===== config.mk =====
export PLATFORM = sky130hd
export DESIGN_NAME = uart_cmd_dispatch_flat
export DESIGN_NICKNAME = d
export VERILOG_FILES = /design/src/rtl/uart_cmd_dispatch_if.sv /design/src/rtl/uart_cmd_dispatch.sv /design/src/flat_wrapper.sv
export SDC_FILE = /design/constraint.sdc
export NUM_CORES = 1
export LEC_CHECK = 0
export ABC_CLOCK_PERIOD_IN_PS = 6020
export BUFFER_PORTS_ARGS = -buffer_cell sky130_fd_sc_hd__buf_2
export CAP_MARGIN = 25
export CORE_ASPECT_RATIO = 0.7
export CORE_MARGIN = 2
export CORE_UTILIZATION = 55
export CTS_CLUSTER_DIAMETER = 100
export DETAILED_ROUTE_END_ITERATION = 7
export MAX_ROUTING_LAYER = met4
export PLACE_DENSITY = 0.76
export SYNTH_ARGS = -nofsm -noshare
export SYNTH_HDL_FRONTEND = slang
export SYNTH_SLANG_ARGS = --single-unit

===== constraint.sdc =====
create_clock -name sys_clk -period 6.02 [get_ports sys_clk]
set_input_delay 1.204 -clock sys_clk [delete_from_list [all_inputs] [get_ports sys_clk]]
set_output_delay 1.204 -clock sys_clk [all_outputs]
set_load 0.005 [all_outputs]

===== src/rtl/uart_cmd_dispatch_if.sv =====
// Byte-stream handshake bundle for the command dispatcher:
// UART receive strobe toward the block, response byte back out.
interface uart_cmd_dispatch_if;
   logic [7:0] rx_data;
   logic       rx_valid;
   logic [7:0] tx_data;
   logic       tx_valid;
   logic       tx_ready;

   modport master (output rx_data, output rx_valid, input tx_data, input tx_valid, output tx_ready);
   modport slave  (input rx_data, input rx_valid, output tx_data, output tx_valid, input tx_ready);
endinterface


===== src/rtl/uart_cmd_dispatch.sv =====
// Parses 14-byte UART command frames (0x55 .. chk 0xAA), applies PWM channel
// configuration or enable changes, and answers each complete frame with ACK/NAK.
module uart_cmd_dispatch #(
   parameter int NUM_CH      = 4,
   parameter int TIMEOUT_CYC = 50000
) (
   input  logic                  sys_clk,
   input  logic                  sys_rst_n,
   uart_cmd_dispatch_if.slave    uart_if,
   output logic                  cfg_wr,
   output logic [7:0]            cfg_ch,
   output logic [7:0]            cfg_duty,
   output logic [15:0]           cfg_pulse_dessert,
   output logic [7:0]            cfg_pulse_num,
   output logic [31:0]           cfg_pat,
   output logic [NUM_CH-1:0]     ch_enable,
   output logic [15:0]           frame_err_cnt
);

   localparam int            TW       = $clog2(TIMEOUT_CYC + 1);
   localparam logic [TW-1:0] TMO_LAST = TW'(TIMEOUT_CYC - 1);

   typedef enum logic [2:0] {
      IDLE    = 3'd0,
      PAYLOAD = 3'd1,
      CHK     = 3'd2,
      TAIL    = 3'd3,
      EXEC    = 3'd4,
      RESP    = 3'd5
   } state_t;

   state_t            state_q;
   logic [3:0]        idx_q;
   logic [TW-1:0]     tmo_q;
   logic [10:0][7:0]  pl_q;        // func, ch, ctrl_sta, duty, dH, dL, pulse_num, pat[31:0]
   logic [7:0]        chk_acc_q;
   logic [7:0]        chk_rx_q;
   logic              tail_ok_q;

   logic              cfg_wr_q;
   logic [7:0]        cfg_ch_q;
   logic [7:0]        cfg_duty_q;
   logic [15:0]       cfg_dessert_q;
   logic [7:0]        cfg_pnum_q;
   logic [31:0]       cfg_pat_q;
   logic [NUM_CH-1:0] ch_enable_q;
   logic [7:0]        tx_data_q;
   logic              tx_valid_q;
   logic [15:0]       err_cnt_q;

   logic              func_ok_s;
   logic              ch_ok_s;
   logic              ack_s;

   function automatic logic [15:0] sat_inc(input logic [15:0] v);
      return (v == 16'hFFFF) ? v : v + 16'd1;
   endfunction

   // Frame acceptance decision, evaluated from the latched frame during EXEC
   always_comb begin
      func_ok_s = (pl_q[0] == 8'h01) || (pl_q[0] == 8'h02);
      ch_ok_s   = (pl_q[1] >= 8'd1) && (pl_q[1] <= 8'(NUM_CH));
      ack_s     = tail_ok_q && (chk_acc_q == chk_rx_q) && func_ok_s && ch_ok_s;
   end

   // Frame receive / execute / respond state machine with registered outputs
   always_ff @(posedge sys_clk or negedge sys_rst_n) begin
      if (!sys_rst_n) begin
         state_q       <= IDLE;
         idx_q         <= 4'd0;
         tmo_q         <= '0;
         pl_q          <= '0;
         chk_acc_q     <= 8'd0;
         chk_rx_q      <= 8'd0;
         tail_ok_q     <= 1'b0;
         cfg_wr_q      <= 1'b0;
         cfg_ch_q      <= 8'd0;
         cfg_duty_q    <= 8'd0;
         cfg_dessert_q <= 16'd0;
         cfg_pnum_q    <= 8'd0;
         cfg_pat_q     <= 32'd0;
         ch_enable_q   <= '0;
         tx_data_q     <= 8'd0;
         tx_valid_q    <= 1'b0;
         err_cnt_q     <= 16'd0;
      end else begin
         cfg_wr_q <= 1'b0;
         case (state_q)
            IDLE: begin
               if (uart_if.rx_valid && (uart_if.rx_data == 8'h55)) begin
                  state_q   <= PAYLOAD;
                  idx_q     <= 4'd0;
                  tmo_q     <= '0;
                  chk_acc_q <= 8'd0;
               end
            end
            PAYLOAD, CHK, TAIL: begin
               // A byte in the expiry cycle still wins over the timeout
               if (uart_if.rx_valid) begin
                  tmo_q <= '0;
                  case (state_q)
                     PAYLOAD: begin
                        pl_q[idx_q] <= uart_if.rx_data;
                        chk_acc_q   <= chk_acc_q ^ uart_if.rx_data;
                        if (idx_q == 4'd10) begin
                           state_q <= CHK;
                        end else begin
                           idx_q <= idx_q + 4'd1;
                        end
                     end
                     CHK: begin
                        chk_rx_q <= uart_if.rx_data;
                        state_q  <= TAIL;
                     end
                     default: begin
                        tail_ok_q <= (uart_if.rx_data == 8'hAA);
                        state_q   <= EXEC;
                     end
                  endcase
               end else if (tmo_q == TMO_LAST) begin
                  state_q   <= IDLE;
                  tmo_q     <= '0;
                  idx_q     <= 4'd0;
                  err_cnt_q <= sat_inc(err_cnt_q);
               end else begin
                  tmo_q <= tmo_q + TW'(1);
               end
            end
            EXEC: begin
               state_q    <= RESP;
               tx_valid_q <= 1'b1;
               tx_data_q  <= ack_s ? 8'h06 : 8'h15;
               if (!ack_s) begin
                  err_cnt_q <= sat_inc(err_cnt_q);
               end else if (pl_q[0] == 8'h01) begin
                  cfg_wr_q      <= 1'b1;
                  cfg_ch_q      <= pl_q[1];
                  cfg_duty_q    <= pl_q[3];
                  cfg_dessert_q <= {pl_q[4], pl_q[5]};
                  cfg_pnum_q    <= pl_q[6];
                  cfg_pat_q     <= {pl_q[7], pl_q[8], pl_q[9], pl_q[10]};
               end else begin
                  for (int i = 0; i < NUM_CH; i++) begin
                     if (pl_q[1] == 8'(i + 1)) begin
                        ch_enable_q[i] <= pl_q[2][0];
                     end
                  end
               end
            end
            RESP: begin
               if (uart_if.tx_ready) begin
                  tx_valid_q <= 1'b0;
                  state_q    <= IDLE;
               end
            end
            default: begin
               state_q <= IDLE;
            end
         endcase
      end
   end

   assign cfg_wr            = cfg_wr_q;
   assign cfg_ch            = cfg_ch_q;
   assign cfg_duty          = cfg_duty_q;
   assign cfg_pulse_dessert = cfg_dessert_q;
   assign cfg_pulse_num     = cfg_pnum_q;
   assign cfg_pat           = cfg_pat_q;
   assign ch_enable         = ch_enable_q;
   assign frame_err_cnt     = err_cnt_q;
   assign uart_if.tx_data   = tx_data_q;
   assign uart_if.tx_valid  = tx_valid_q;

endmodule


===== src/flat_wrapper.sv =====
// flat-port wrapper written by rule: the top's interface ports become plain ports
module uart_cmd_dispatch_flat 
#(
   parameter int NUM_CH      = 4,
   parameter int TIMEOUT_CYC = 50000
)
  (sys_clk, sys_rst_n, cfg_wr, cfg_ch, cfg_duty, cfg_pulse_dessert, cfg_pulse_num, cfg_pat, ch_enable, frame_err_cnt, uart_if_rx_data, uart_if_rx_valid, uart_if_tx_data, uart_if_tx_valid, uart_if_tx_ready);
  uart_cmd_dispatch_if uart_if_i ();
  input  logic sys_clk;
  input  logic sys_rst_n;
  output logic cfg_wr;
  output logic [7:0] cfg_ch;
  output logic [7:0] cfg_duty;
  output logic [15:0] cfg_pulse_dessert;
  output logic [7:0] cfg_pulse_num;
  output logic [31:0] cfg_pat;
  output logic [NUM_CH-1:0] ch_enable;
  output logic [15:0] frame_err_cnt;
  input wire logic [$bits(uart_if_i.rx_data)-1:0] uart_if_rx_data;
  input wire logic [$bits(uart_if_i.rx_valid)-1:0] uart_if_rx_valid;
  output wire logic [$bits(uart_if_i.tx_data)-1:0] uart_if_tx_data;
  output wire logic [$bits(uart_if_i.tx_valid)-1:0] uart_if_tx_valid;
  input wire logic [$bits(uart_if_i.tx_ready)-1:0] uart_if_tx_ready;
  assign uart_if_i.rx_data = uart_if_rx_data;
  assign uart_if_i.rx_valid = uart_if_rx_valid;
  assign uart_if_tx_data = uart_if_i.tx_data;
  assign uart_if_tx_valid = uart_if_i.tx_valid;
  assign uart_if_i.tx_ready = uart_if_tx_ready;
  uart_cmd_dispatch #(.NUM_CH(NUM_CH), .TIMEOUT_CYC(TIMEOUT_CYC)) u_core (.sys_clk(sys_clk), .sys_rst_n(sys_rst_n), .uart_if(uart_if_i), .cfg_wr(cfg_wr), .cfg_ch(cfg_ch), .cfg_duty(cfg_duty), .cfg_pulse_dessert(cfg_pulse_dessert), .cfg_pulse_num(cfg_pulse_num), .cfg_pat(cfg_pat), .ch_enable(ch_enable), .frame_err_cnt(frame_err_cnt));
endmodule

After elaboration in Yosys (flattened, before gate mapping)

Index checks and enable logic that the tools add are counted.

Register bits: 230
Output and inout port bits: 102
Input bits: 12

$lt $le $gt $ge: 4
Bitwise logic cells: 3
Add/sub/neg operators: 3
Mux-type cells: 35
Eq/ne operators: 28
Reduce and logical (&&, ||, !) cells: 27

Operators by type and width:

| cell                                                               | count |
|---|---|
| 2-to-1 mux 16 bit                                                  | 7 |
| bitwise mux 88 bit                                                 | 1 |
| case mux 16 bit (2 select lines)                                   | 2 |
| adder 16 x 1 -> 16 bit (second input constant)                     | 2 |
| demux 8 bit (select 4 bit)                                         | 1 |
| equality test 16 bit (second input constant)                       | 2 |
| 2-to-1 mux 8 bit                                                   | 4 |
| AND reduction 4 bit                                                | 7 |
| equality test 8 x 2 -> 1 bit (second input constant)               | 3 |
| 2-to-1 mux 4 bit                                                   | 5 |
| equality test 8 x 1 -> 1 bit (second input constant)               | 2 |
| case mux 8 bit (2 select lines)                                    | 1 |
| 2-to-1 mux 3 bit                                                   | 5 |
| case mux 3 bit (4 select lines)                                    | 1 |
| AND reduction 3 bit                                                | 4 |
| equality test 8 x 3 -> 1 bit (second input constant)               | 1 |
| equality test 8 x 7 -> 1 bit (second input constant)               | 1 |
| equality test 8 bit                                                | 1 |
| equality test 8 bit (second input constant)                        | 1 |
| greater-or-equal comparator 8 x 1 -> 1 bit (second input constant) | 1 |
| less-or-equal comparator 8 x 3 -> 1 bit (second input constant)    | 1 |
| inequality test 2 bit (second input constant)                      | 4 |
| case mux 4 bit (2 select lines)                                    | 1 |
| XOR 8 bit                                                          | 1 |
| other kinds (24)                                                   | 41 |

Longest topological paths before layout

Depth in word-level cells: 6
Mapped depth: 9
Depth with buffers taken out: 8

Worst setup path after synthesis

Ideal clock, no wire load.

Path type: input port to flip-flop
Start point: input uart_if_rx_valid
End point: register u_core.tmo_q[13]
Setup time: 0.128 ns
Path slack: 3.340 ns
Arrival: 2.552 ns
Stages on the path: 8
Path through: clkbuf_1 > and3b_1 > nand4b_1 > a21o_1 > clkbuf_1 > nor3_1 > xnor2_1 > nor2_1

Word-level cells in the longest chain between the ends: 3

RTL lines:

| what                                     | RTL line                 | RTL |
|---|---|---|
| start, declared                          | flat_wrapper.sv:20       | `input wire logic [$bits(uart_if_i.rx_valid)-1:0] uart_if_rx_valid;` |
| logical AND 1 bit                        | uart_cmd_dispatch.sv:90  | `if (uart_if.rx_valid && (uart_if.rx_data == 8'h55)) begin` |
| inequality test 2 x 1 -> 1 bit (no line) | n/a                      |  |
| AND reduction 2 bit (no line)            | n/a                      |  |
| end signal, assigned                     | uart_cmd_dispatch.sv:126 | `tmo_q <= tmo_q + TW'(1);` |
| end, declared                            | uart_cmd_dispatch.sv:34  | `logic [TW-1:0] tmo_q;` |

Parallel ways exist; a longest one is shown, timed or not.
A chain may end at the register's enable or synchronous reset.

Final worst setup path

Start point: register u_core.state_q[2]
End point: register u_core.cfg_pat_q[2], in the netlist u_core.cfg_pat[2]

Word-level cells in the longest chain between the ends: 2

RTL lines:

| what                          | RTL line                 | RTL |
|---|---|---|
| start, declared               | uart_cmd_dispatch.sv:32  | `state_t state_q;` |
| start signal, assigned        | uart_cmd_dispatch.sv:69  | `state_q <= IDLE;` |
| start signal, assigned        | uart_cmd_dispatch.sv:91  | `state_q <= PAYLOAD;` |
| start signal, assigned        | uart_cmd_dispatch.sv:106 | `state_q <= CHK;` |
| equality test 3 bit           | uart_cmd_dispatch.sv:88  | `case (state_q)` |
| AND reduction 3 bit (no line) | n/a                      |  |
| end signal, assigned          | uart_cmd_dispatch.sv:141 | `cfg_pat_q <= {pl_q[7], pl_q[8], pl_q[9], pl_q[10]};` |
| end, declared                 | uart_cmd_dispatch.sv:45  | `logic [31:0] cfg_pat_q;` |

No other way between the ends.

==> flow_summary.json <==
{
  "endpoint_kind": "flip-flop",
  "num_rows": 40,
  "final_antenna_net_count": 0,
  "ys_seq_elements": 218,
  "grt_pass1_vias": 5737,
  "area_growth_pct": 12.9,
  "path_cells": "nor3b_2, nand2_1, nor3_1, and3_4, nand2b_4, buf_4, mux2_4",
  "hold_viol": 0,
  "crit_buf_inv": 1,
  "synth_mux_area_share_pct": 21.7,
  "synth_cells": 688,
  "synth-edff-count": 0,
  "cts_max_level": 1,
  "clock_path_buffers": 3,
  "ctsHoldBuffers": 0,
  "fill_cells": 1334,
  "synth_adder_area_share_pct": 0.791,
  "setup_tns_ns": 0,
  "p_per_area_mw_per_mm2": 339,
  "finalWirelength_um": 19400,
  "routedWlPerCell_um": 18.8,
  "cts_tree": "yes",
  "clock_skew_ns": 0.0115,
  "routabilityCongestion": 0.811,
  "fmax_ghz": 0.332,
  "synth_simple_gate_area_share_pct": 10.5,
  "design_area_mm2": 0.0107,
  "cts-resized-gates": 0,
  "r2r_start": "u_core.state_q[2]",
  "numClockSinks": 218,
  "slew_headroom_pct": 30.9,
  "stdcell_count": 1033,
  "drive_gt1_share_pct": 39.7,
  "root_buffer": "clkbuf_16",
  "seq_area_mm2": 0.00546,
  "critPathKind": "flip-flop to flip-flop",
  "crit_fanout": 51,
  "critPathMaxStageDelay_ns": 0.61,
  "cp_num_cells": 7,
  "ys.flop_type": "dfrtp_1",
  "post_dp_cell_area_mm2": 0.0101,
  "clock_latency_ns": 0.49,
  "drtIter0Drc": 429,
  "dp_hpwl_um": 12800,
  "ir_drop_mv": 0.184,
  "period_needed_ns": 3.01,
  "cts_buffers": 21,
  "crit_path_start": "u_core.state_q[2]",
  "drc": 0,
  "multiInputGateArea_mm2": 0.00372,
  "avgSynthCellArea_um2": 13.8,
  "setup_violations": 0,
  "core-area_mm2": 0.0170,
  "die-area_mm2": 0.0183,
  "start_kind": "flip-flop",
  "rr_worst_depth": 7,
  "via_per_inst": 5.50,
  "synth_top_family_by_area": "multiplexers",
  "synth_area_mm2": 0.00949,
  "async_flop_share_pct": 100,
  "track_usage_pct": 22.3,
  "fin_nets": 809,
  "cp.arrival_ns": 3.38,
  "finalCritPeriodShare_pct": 50.0,
  "reg2reg_to": "u_core.cfg_pat[2]",
  "n_antenna_cell": 0,
  "die_h_um": 114,
  "crit_family": "simple AND/OR/NAND/NOR gates",
  "synth_xor_area_share_pct": 3.42,
  "leakagePower_nw": 5.60,
  "port_buffers": 109,
  "cp-endpoint": "u_core.cfg_pat[2]",
  "r2r_setup_slack_ns": 3.01,
  "antenna_found_initial": 0,
  "synth-seq-area-share_pct": 57.5,
  "path_clk_slew_ns": 0.06,
  "initial_core_util_pct": 55.7,
  "worstMarginPinSlew_ns": 1.03,
  "crit_slowest_cell": "dfrtp_1",
  "status": "complete, no violations",
  "final-max-slew-violation-count": 0,
  "cts_setup_buffers": 0,
  "overflow": 0,
  "holdCritPathClass": "flip-flop to flip-flop",
  "routed-via-count": 5685,
  "dr.pass1.iters": 4,
  "die-width_um": 161,
  "cp.required_ns": 6.39,
  "grt_max_degree": 99,
  "max-cap-violations": 0,
  "rsz0062_at_grt": "no",
  "synth-compound-area-share_pct": 2.64,
  "placedCellCount": 999,
  "yosysWarnings": 0,
  "io_pins": 114,
  "synth_cell_type_count": 55,
  "grt_pass1_wl_um": 31500
}
[registers in the layout, indices dropped and copies added (netlist names)]
register and cells:
u_core.cfg_ch 8, u_core.frame_err_cnt 16, u_core.cfg_pulse_num 8, u_core.pl_q 81, u_core.cfg_wr 1, u_core.cfg_pulse_dessert 16
u_core.uart_if.tx_valid 1, u_core.ch_enable 4, u_core.tmo_q 16, u_core.uart_if.tx_data 3, u_core.tail_ok_q 1, u_core.state_q 3
u_core.cfg_duty 8, u_core.chk_acc_q 8, u_core.chk_rx_q 8, u_core.cfg_pat 32, u_core.idx_q 4
[area by class of cell]
cell class	count	area share, %
Sequential cell	218	50.9
Timing Repair Buffer	112	5.39
Multi-Input combinational cell	428	34.7
Tap cell	231	2.70
Clock inverter	4	0.421
Clock buffer	30	5.50
Inverter	10	0.351
[worst reg2reg max path: stages, from the launching register on]
cell and delay, ns:
dfrtp_1 0.61, nor3b_2 0.48, nand2_1 0.11, nor3_1 0.20
and3_4 0.27, nand2b_4 0.25, buf_4 0.48, mux2_4 0.48
[Yosys cell counts (all sizes together) (2+ instances only)]
| cell | instances | area [um2] |
|---|---|---|
| dfrtp | 218 | 5460 |
| mux2 | 161 | 2060 |
| nand2 | 52 | 205 |
| nor2 | 31 | 119 |
| xnor2 | 26 | 228 |
| o21ai | 21 | 105 |
| nand3 | 20 | 100 |
| buf | 19 | 228 |
| clkbuf | 16 | 60.1 |
| and3 | 14 | 92.6 |
| and2 | 11 | 68.8 |
| xor2 | 11 | 96.3 |
| inv | 10 | 37.5 |
| a21oi | 9 | 45.0 |
| nand4 | 8 | 50.1 |
| nor3 | 8 | 50.1 |
| ha | 6 | 75.1 |
| nor4bb | 5 | 50.1 |
| nand3b | 4 | 30.0 |
| nor3b | 4 | 45.1 |
| nor4 | 4 | 37.5 |
| nand4b | 3 | 26.3 |
| or4 | 3 | 26.3 |
| a21o | 2 | 15.0 |
| and3b | 2 | 17.5 |
| and4 | 2 | 17.5 |
| nor4b | 2 | 17.5 |
| o31ai | 2 | 15.0 |
[routing by layer]
metal | up-vias | wire length (um) | track usage, %
met1 | 2922 | 9380 | 33.1
met3 | 28 | 842 | 3.49
met2 | 138 | 8940 | 33.3
met5 | - | 0 | -
met4 | 0 | 233 | 4.29
li1 | 2597 | - | -
[placed cells by master, fill, tap and decap left out, drive strengths merged, types with 5 or more instances in the layout]
cell	instances
dfrtp	218
mux2	161
buf	111
nand2	52
nor2	31
clkbuf	31
xnor2	26
o21ai	21
nand3	20
and3	14
xor2	11
and2	11
inv	10
a21oi	9
nand4	8
nor3	8
ha	6
nor4bb	5
[worst min-delay path by stage]
stage,depth (start not counted),startpoint,to,slack (ns)
CTS,1,u_core.uart_if.tx_data[2],u_core.uart_if.tx_data[2],0.47
finish,1,u_core.uart_if.tx_data[2],u_core.uart_if.tx_data[2],0.46
detailed placement,1,u_core.uart_if.tx_data[2],u_core.uart_if.tx_data[2],0.45
floorplan,1,u_core.tmo_q[2],u_core.tmo_q[2],0.46
global route,1,u_core.uart_if.tx_data[2],u_core.uart_if.tx_data[2],0.48
global placement,1,u_core.uart_if.tx_data[2],u_core.uart_if.tx_data[2],0.45
[where the power goes]
part	internal, W	total [W]	switching (W)
registers	0.00163	0.00178	0.000148
clock network	0.000719	0.00124	0.000521
logic	0.000270	0.000618	0.000348
total	0.00262	0.00363	0.00102
[through the flow]
step | util [%] | setup WS, ns | total power [W] | hold slack (ns)
after floorplan | - | 3.34 | 0.00223 | 0.463
after global placement | 59.2 | 2.93 | 0.00237 | 0.451
after detailed placement | 59.2 | 2.85 | 0.00241 | 0.450
after CTS | 62.9 | 3.03 | 0.00367 | 0.466
after global routing | 62.9 | 2.82 | 0.00382 | 0.475
final | 62.9 | 3.01 | 0.00363 | 0.461
[cells by family after synthesis]
group	count (synthesis)
DFF	218
and+or+nand+nor	178
muxes	161
buffers and inverters	45
AOI/OAI and AO/OA	42
xor gates and xnor gates	37
adders and majority gates	6
other	1
Power figures use the tool's default switching activity.
